**src/rtl/compressor_scheduler_pkg.sv**
```systemverilog
// Shared types and constants for the compressor scheduler: sample width default,
// FSM state encoding and the channel-index width helper.
package compressor_scheduler_pkg;

    localparam int DW_DEFAULT = 16;
    localparam int CNT_W      = 8;

    typedef enum logic [1:0] {
        IDLE    = 2'd0,
        ISSUE   = 2'd1,
        CAPTURE = 2'd2
    } state_t;

    function automatic int sel_width(input int n);
        return (n > 1) ? $clog2(n) : 1;
    endfunction

endpackage

```
**src/rtl/compressor_scheduler_rr_arbiter.sv**
```systemverilog
// Round-robin picker: first pending channel at or after rr_ptr, wrapping at NUM_CH.
// Purely combinational; the caller registers the result.
module rr_arbiter #(
    parameter int NUM_CH = 4,
    parameter int SEL_W  = 2
) (
    input  logic [NUM_CH-1:0] pending,
    input  logic [SEL_W-1:0]  rr_ptr,
    output logic              grant_valid,
    output logic [SEL_W-1:0]  grant_idx
);

    logic [SEL_W-1:0]  rot_idx [NUM_CH];
    logic [NUM_CH-1:0] cand;

    // Offset gi from the pointer, wrapped without a modulo so NUM_CH need not be a power of two.
    genvar gi;
    generate
        for (gi = 0; gi < NUM_CH; gi++) begin : g_rot
            logic [SEL_W:0] sum;
            assign sum         = {1'b0, rr_ptr} + (SEL_W+1)'(gi);
            assign rot_idx[gi] = (sum >= (SEL_W+1)'(NUM_CH)) ?
                                 SEL_W'(sum - (SEL_W+1)'(NUM_CH)) : sum[SEL_W-1:0];
            assign cand[gi]    = pending[rot_idx[gi]];
        end
    endgenerate

    always_comb begin
        grant_valid = |cand;
        grant_idx   = '0;
        for (int i = NUM_CH - 1; i >= 0; i--) begin
            if (cand[i]) begin
                grant_idx = rot_idx[i];
            end
        end
    end

endmodule

```
**src/rtl/compressor_scheduler.sv**
```systemverilog
// Shares one registered compressor core across NUM_CH channels, round-robin.
// Optional build macro COMP_SCHED_STATS_EN adds per-channel saturating drop counters.
module compressor_scheduler
    import compressor_scheduler_pkg::*;
#(
    parameter int NUM_CH = 4,
    parameter int DW     = DW_DEFAULT,
    parameter int SEL_W  = sel_width(NUM_CH)
) (
    input  logic                 clk,
    input  logic                 rst,
    input  logic [NUM_CH-1:0]    in_valid,
    input  logic [NUM_CH*DW-1:0] in_sample_flat,
    input  logic [NUM_CH-1:0]    ch_enable,
    input  logic [NUM_CH-1:0]    overrun_clr,
    output logic                 core_enable,
    output logic [DW-1:0]        core_in_sample,
    input  logic [DW-1:0]        core_out_sample,
    output logic [NUM_CH-1:0]    out_valid,
    output logic [NUM_CH*DW-1:0] out_sample_flat,
    output logic [NUM_CH-1:0]    overrun,
    output logic                 busy
`ifdef COMP_SCHED_STATS_EN
    ,
    output logic [NUM_CH*CNT_W-1:0] overrun_cnt_flat
`endif
);

    state_t            state_reg, state_next;
    logic [SEL_W-1:0]  rr_ptr_reg;
    logic [SEL_W-1:0]  sel_reg;
    logic [DW-1:0]     issue_reg;
    logic              en_reg;
    logic [NUM_CH-1:0] pending_vec;
    logic [DW-1:0]     buf_arr [NUM_CH];
    logic              grant_valid;
    logic [SEL_W-1:0]  grant_idx;
    logic              grant_fire;
    logic              capture_fire;

    rr_arbiter #(
        .NUM_CH (NUM_CH),
        .SEL_W  (SEL_W)
    ) u_arb (
        .pending     (pending_vec),
        .rr_ptr      (rr_ptr_reg),
        .grant_valid (grant_valid),
        .grant_idx   (grant_idx)
    );

    always_ff @(posedge clk or posedge rst) begin
        if (rst) begin
            state_reg <= IDLE;
        end else begin
            state_reg <= state_next;
        end
    end

    always_comb begin
        state_next = state_reg;
        case (state_reg)
            IDLE:    if (grant_valid) state_next = ISSUE;
            ISSUE:   state_next = CAPTURE;
            CAPTURE: state_next = IDLE;
            default: state_next = IDLE;
        endcase
    end

    always_comb begin
        grant_fire   = (state_reg == IDLE) && grant_valid;
        capture_fire = (state_reg == CAPTURE);
        busy         = (state_reg != IDLE);
    end

    // The granted sample is copied out here, so a same-cycle refill of its buffer is harmless.
    always_ff @(posedge clk or posedge rst) begin
        if (rst) begin
            sel_reg    <= '0;
            issue_reg  <= '0;
            en_reg     <= 1'b0;
            rr_ptr_reg <= '0;
        end else if (grant_fire) begin
            sel_reg    <= grant_idx;
            issue_reg  <= buf_arr[grant_idx];
            en_reg     <= ch_enable[grant_idx];
            rr_ptr_reg <= (grant_idx == SEL_W'(NUM_CH - 1)) ? '0 : grant_idx + SEL_W'(1);
        end
    end

    assign core_in_sample = issue_reg;
    assign core_enable    = en_reg;

    genvar gi;
    generate
        for (gi = 0; gi < NUM_CH; gi++) begin : g_ch
            logic          granted;
            logic          drop;
            logic          pending_reg;
            logic          overrun_reg;
            logic          out_valid_reg;
            logic [DW-1:0] buf_reg;
            logic [DW-1:0] out_sample_reg;

            assign granted = grant_fire && (grant_idx == SEL_W'(gi));
            assign drop    = in_valid[gi] && pending_reg && !granted;

            always_ff @(posedge clk or posedge rst) begin
                if (rst) begin
                    pending_reg    <= 1'b0;
                    overrun_reg    <= 1'b0;
                    out_valid_reg  <= 1'b0;
                    buf_reg        <= '0;
                    out_sample_reg <= '0;
                end else begin
                    if (in_valid[gi]) begin
                        buf_reg     <= in_sample_flat[gi*DW +: DW];
                        pending_reg <= 1'b1;
                    end else if (granted) begin
                        pending_reg <= 1'b0;
                    end
                    if (drop) begin
                        overrun_reg <= 1'b1;
                    end else if (overrun_clr[gi]) begin
                        overrun_reg <= 1'b0;
                    end
                    out_valid_reg <= capture_fire && (sel_reg == SEL_W'(gi));
                    if (capture_fire && (sel_reg == SEL_W'(gi))) begin
                        out_sample_reg <= core_out_sample;
                    end
                end
            end

            assign pending_vec[gi]                 = pending_reg;
            assign buf_arr[gi]                     = buf_reg;
            assign overrun[gi]                     = overrun_reg;
            assign out_valid[gi]                   = out_valid_reg;
            assign out_sample_flat[gi*DW +: DW]    = out_sample_reg;

`ifdef COMP_SCHED_STATS_EN
            logic [CNT_W-1:0] cnt_reg;
            always_ff @(posedge clk or posedge rst) begin
                if (rst) begin
                    cnt_reg <= '0;
                end else if (overrun_clr[gi]) begin
                    cnt_reg <= drop ? CNT_W'(1) : '0;
                end else if (drop && (cnt_reg != {CNT_W{1'b1}})) begin
                    cnt_reg <= cnt_reg + CNT_W'(1);
                end
            end
            assign overrun_cnt_flat[gi*CNT_W +: CNT_W] = cnt_reg;
`endif
        end
    endgenerate

endmodule

```
**config.mk**
```make
export PLATFORM = sky130hd
export DESIGN_NAME = compressor_scheduler
export DESIGN_NICKNAME = d
export VERILOG_FILES = /design/src/rtl/compressor_scheduler_pkg.sv /design/src/rtl/compressor_scheduler_rr_arbiter.sv /design/src/rtl/compressor_scheduler.sv
export SDC_FILE = /design/constraint.sdc
export NUM_CORES = 1
export LEC_CHECK = 0
export ABC_AREA = 1
export BUFFER_PORTS_ARGS = -buffer_cell sky130_fd_sc_hd__buf_2
export CORE_MARGIN = 2
export CORE_UTILIZATION = 30
export CTS_CLUSTER_DIAMETER = 60
export DETAILED_ROUTE_END_ITERATION = 10
export SLEW_MARGIN = 5
export SYNTH_ARGS = -nofsm -noshare
export SYNTH_HDL_FRONTEND = slang
export SYNTH_HIERARCHICAL = 1
export SYNTH_SLANG_ARGS = --single-unit
export TNS_END_PERCENT = 20
```
**constraint.sdc**
```tcl
create_clock -name clk -period 8 [get_ports clk]
set_input_delay 1.2 -clock clk [delete_from_list [all_inputs] [get_ports clk]]
set_output_delay 1.2 -clock clk [all_outputs]
set_load 0.02 [all_outputs]
```
==> out/results.txt <==
TritonCTS buffer count: 17. STA classifies the critical path startpoint as a flop. Relative to the synthesized area, the layout overhead comes to 22.4%. In the final routed layout, each cell accounts on average for 14.1 um.

CTS saw 163 sinks. The residual DRC count is 0, and the maximum resistive drop on vdd is 0.173 mV. The number of nets with antenna violations after detailed routing is 0. TritonCTS built the clock tree.

In this run the cell area of the synthesized design comes to 0.00720 mm^2. Global-route total usage across every layer: 14.9%. The ratio of final minimum period to clock period works out to 38.7%. Yosys attributes the largest share of cell area to sky130_fd_sc_hd__dfrtp_1 (57%), sky130_fd_sc_hd__nand2_1 (16%), sky130_fd_sc_hd__inv_1 (5.2%), sky130_fd_sc_hd__o21ai_0 (4.9%), sky130_fd_sc_hd__o21ai_1 (3.3%). The worst setup path is captured at a flop. The run gives 97 as the largest net degree at the start of global routing.

The ratio of cells with drive above 1 in the final layout is 26.2%. In this run the worst path has a maximum fanout of 21. For the die footprint, the log shows 0.0252 mm^2. The number of I/O port buffers was 183. The path class of the tightest hold or removal check is flop to flop. met2 is the most crowded layer.

Clock skew on the completed layout was measured at 0.00990 ns. The setup check on the worst reg-to-reg path leaves a slack of 4.91 ns. The most used flip-flop cell after synthesis is sky130_fd_sc_hd__dfrtp_1. Placeable core area: 0.0235 mm^2. The data required time at the worst endpoint was 8.30 ns; the global placement routability congestion was 0.760. The tree is rooted in a sky130_fd_sc_hd__clkbuf_16. Worst-path cell with the longest stage delay: sky130_fd_sc_hd__inv_1.

The worst setup path is of the flop to flop kind. Biggest area consumer among synthesized cells: sky130_fd_sc_hd__dfrtp_1. Met2 global-route usage: 23.2%.

The static leakage power is 4.82 nW, and the power density over cell area is 405 mW/mm^2. Setup total negative slack on the finished layout was measured at 0 ns. Clock-pin slew was measured on the worst setup and hold paths at 0.07 ns.

Detailed placement ended at an HPWL of 13.0 mm. For this block, the routed nets add up to 18.5 mm of wire. The initial antenna violation count is 0, and the transition at the pin with the smallest max-transition slack is 0.912 ns. The share of the Yosys chip area taken by registers is 56.7%. The cell depth of the worst setup path is 12. The total overflow left after global routing is 0. In this design, the critical path's most frequently occurring cell is sky130_fd_sc_hd__nand2_1. For this block, the initial DRC count from the detailed router was 411. The initial utilization of the core area, before any placement, comes to 30.6%. The global-route wire length before repair was 29.9 mm.

The design draws 3.57 mW. The buffering stage count on the worst path with inverters included came out at 3. Ranked by instance count, the synthesized netlist is headed by sky130_fd_sc_hd__nand2_1 (300), sky130_fd_sc_hd__dfrtp_1 (163), sky130_fd_sc_hd__inv_1 (100). The total of fill cells in the finished design was 2467; the met1 usage in global routing was 21.3%. The number of cells traversed by the worst register-to-register path works out to 12.

The synthesized netlist contains 24 unique library cells. The tools report the post-CTS setup-driven buffer insertion count as 0. The largest stage delay on the critical path works out to 0.76 ns.

The H-tree was split into 4 levels. From bottom edge to top edge, the die measures 159 um. For this run, the number of Yosys warnings is 6. In this run the critical register-to-register path is launched from rr_ptr_reg[0]$_DFFE_PP0P_. The layout net count is 1082, and the max-capacitance violation count is 0. The tools report the count of final hold-check violations as 0. Setup violations remaining at the end of the flow were counted as 0. Setup repair after global routing left no endpoint under its margin. Hold repair after CTS inserted 0 buffers.

The standard-cell row count was 56; the top cell type's share of synthesized area was 56.7%. The minimum clock period after layout came out at 3.09 ns. The number of gates resized after CTS was 0. The net count after synthesis was 925; the iteration count of the initial detailed-routing pass was 5. Clock tree buffer depth: 2. Largest delay contributor family on the critical path: simple AND/OR/NAND/NOR gates. 184 I/O pins were placed. Static timing analysis puts the maximum clock frequency at 0.323 GHz. The signal on the critical path passes through nand2_1 -> nand2_2 -> inv_2 -> nand2_1 -> nand2_1 -> nand3_1 -> nand3_1 -> inv_1 -> ha_1 -> inv_1 -> o21bai_1 -> o21ai_0. Measured against its own limit, the worst slew margin works out to 39.0%.

The horizontal extent of the die is 159 um. In this run the most critical hold path is launched from state_reg[1]$_DFFE_PP0P_. The worst hold path stage count is 1, and the async set-or-reset flop fraction in the synthesized netlist is 100%. Leading cell type by number of instances after synthesis: sky130_fd_sc_hd__nand2_1.

The flow ran to the end, and the final reports show no timing, DRC or antenna violations. The count of final max-slew check failures was 0; the number of enable flip-flop cells after synthesis was 0. The most critical setup path has its startpoint at rr_ptr_reg[0]$_DFFE_PP0P_. After technology mapping, the gate count stands at 827. The number of vias per cell is 4.34, and the arrival time at the worst endpoint is 3.39 ns.

0 antenna diodes ended up in the layout. Across all layers, the routed design uses 5710 vias. Synthesis inferred 163 register bits. Later-pin clock latency in the skew report: 0.42 ns.

The via count of the first global-routing pass was 5519. Global routing used 3.40% of the available met3 tracks. After synthesis, the mean cell area works out to 8.70 um^2.
[kinds of logic after synthesis]
kind of cell               count (synthesis)  share of synthesized area (%)
AOI/OAI and AO/OA                        140                           10.8
buffers and inverters                    156                           10.4
and+or+nand+nor                          364                           21.4
DFF                                      163                           56.7
adders and majority gates                  4                          0.695
[power by group]
part / internal (mW) / total (mW) / leakage [nW] / switching [mW]
clock network: 0.505 / 0.856 / 0.296 / 0.351
registers: 1.08 / 1.23 / 1.98 / 0.149
logic: 0.472 / 1.49 / 2.55 / 1.02
[cells in the final DEF (no fill, tap or decap), drive strengths merged, types with 4 or more instances in the layout]
| cell type | netlist | layout |
|---|---|---|
| nand2 | 308 | 308 |
| inv | 109 | 115 |
| o21ai | 136 | 136 |
| nor2 | 7 | 7 |
| buf | 35 | 185 |
| dfrtp | 163 | 163 |
| ha | 4 | 4 |
| clkbuf | 12 | 18 |
| nand3 | 48 | 48 |
[worst paths after layout]
path                                                               to
worst max-delay path                  g_ch[1].overrun_reg$_DFFE_PP0P_
worst min-delay path                         state_reg[1]$_DFFE_PP0P_
worst max register to register        g_ch[1].overrun_reg$_DFFE_PP0P_
worst min register to register               state_reg[1]$_DFFE_PP0P_
max in group asynchronous       g_ch[0].out_sample_reg[3]$_DFFE_PP0P_
min in group asynchronous              g_ch[2].buf_reg[4]$_DFFE_PP0P_
[layer usage]
| metal | up-vias | wire [um] |
|---|---|---|
| met5 | - | 0 |
| met3 | 16 | 1050 |
| met4 | 0 | 181 |
| li1 | 2865 | - |
| met2 | 200 | 8250 |
| met1 | 2629 | 9030 |
[final cells by class]
type                    count  area [um^2]  area share (%)
well taps                 319          399            4.53
inverters                 109          417            4.73
clock buffers              18          439            4.99
repair buffers            185          931            10.6
flip-flops and latches    163         4080            46.3
multi-input cells         508         2370            26.9
clock inverters            13          174            1.97
[metrics by stage]
| step | cells | hold slack, ns | worst slack (ns) | util [%] | instance area (um^2) |
|---|---|---|---|---|---|
| after detailed placement | 1284 | 0.439 | 4.96 | 34.8 | 8200 |
| after global placement | 1284 | 0.435 | 5.02 | 34.8 | 8200 |
| after global routing | 1315 | 0.471 | 4.66 | 37.4 | 8810 |
| final | 1315 | 0.445 | 4.91 | 37.4 | 8810 |
| after floorplan | 827 | 0.422 | 2.40 | - | 7200 |
| after CTS | 1315 | 0.449 | 4.92 | 37.4 | 8810 |
Note: power is estimated with default switching activity, not from simulation.
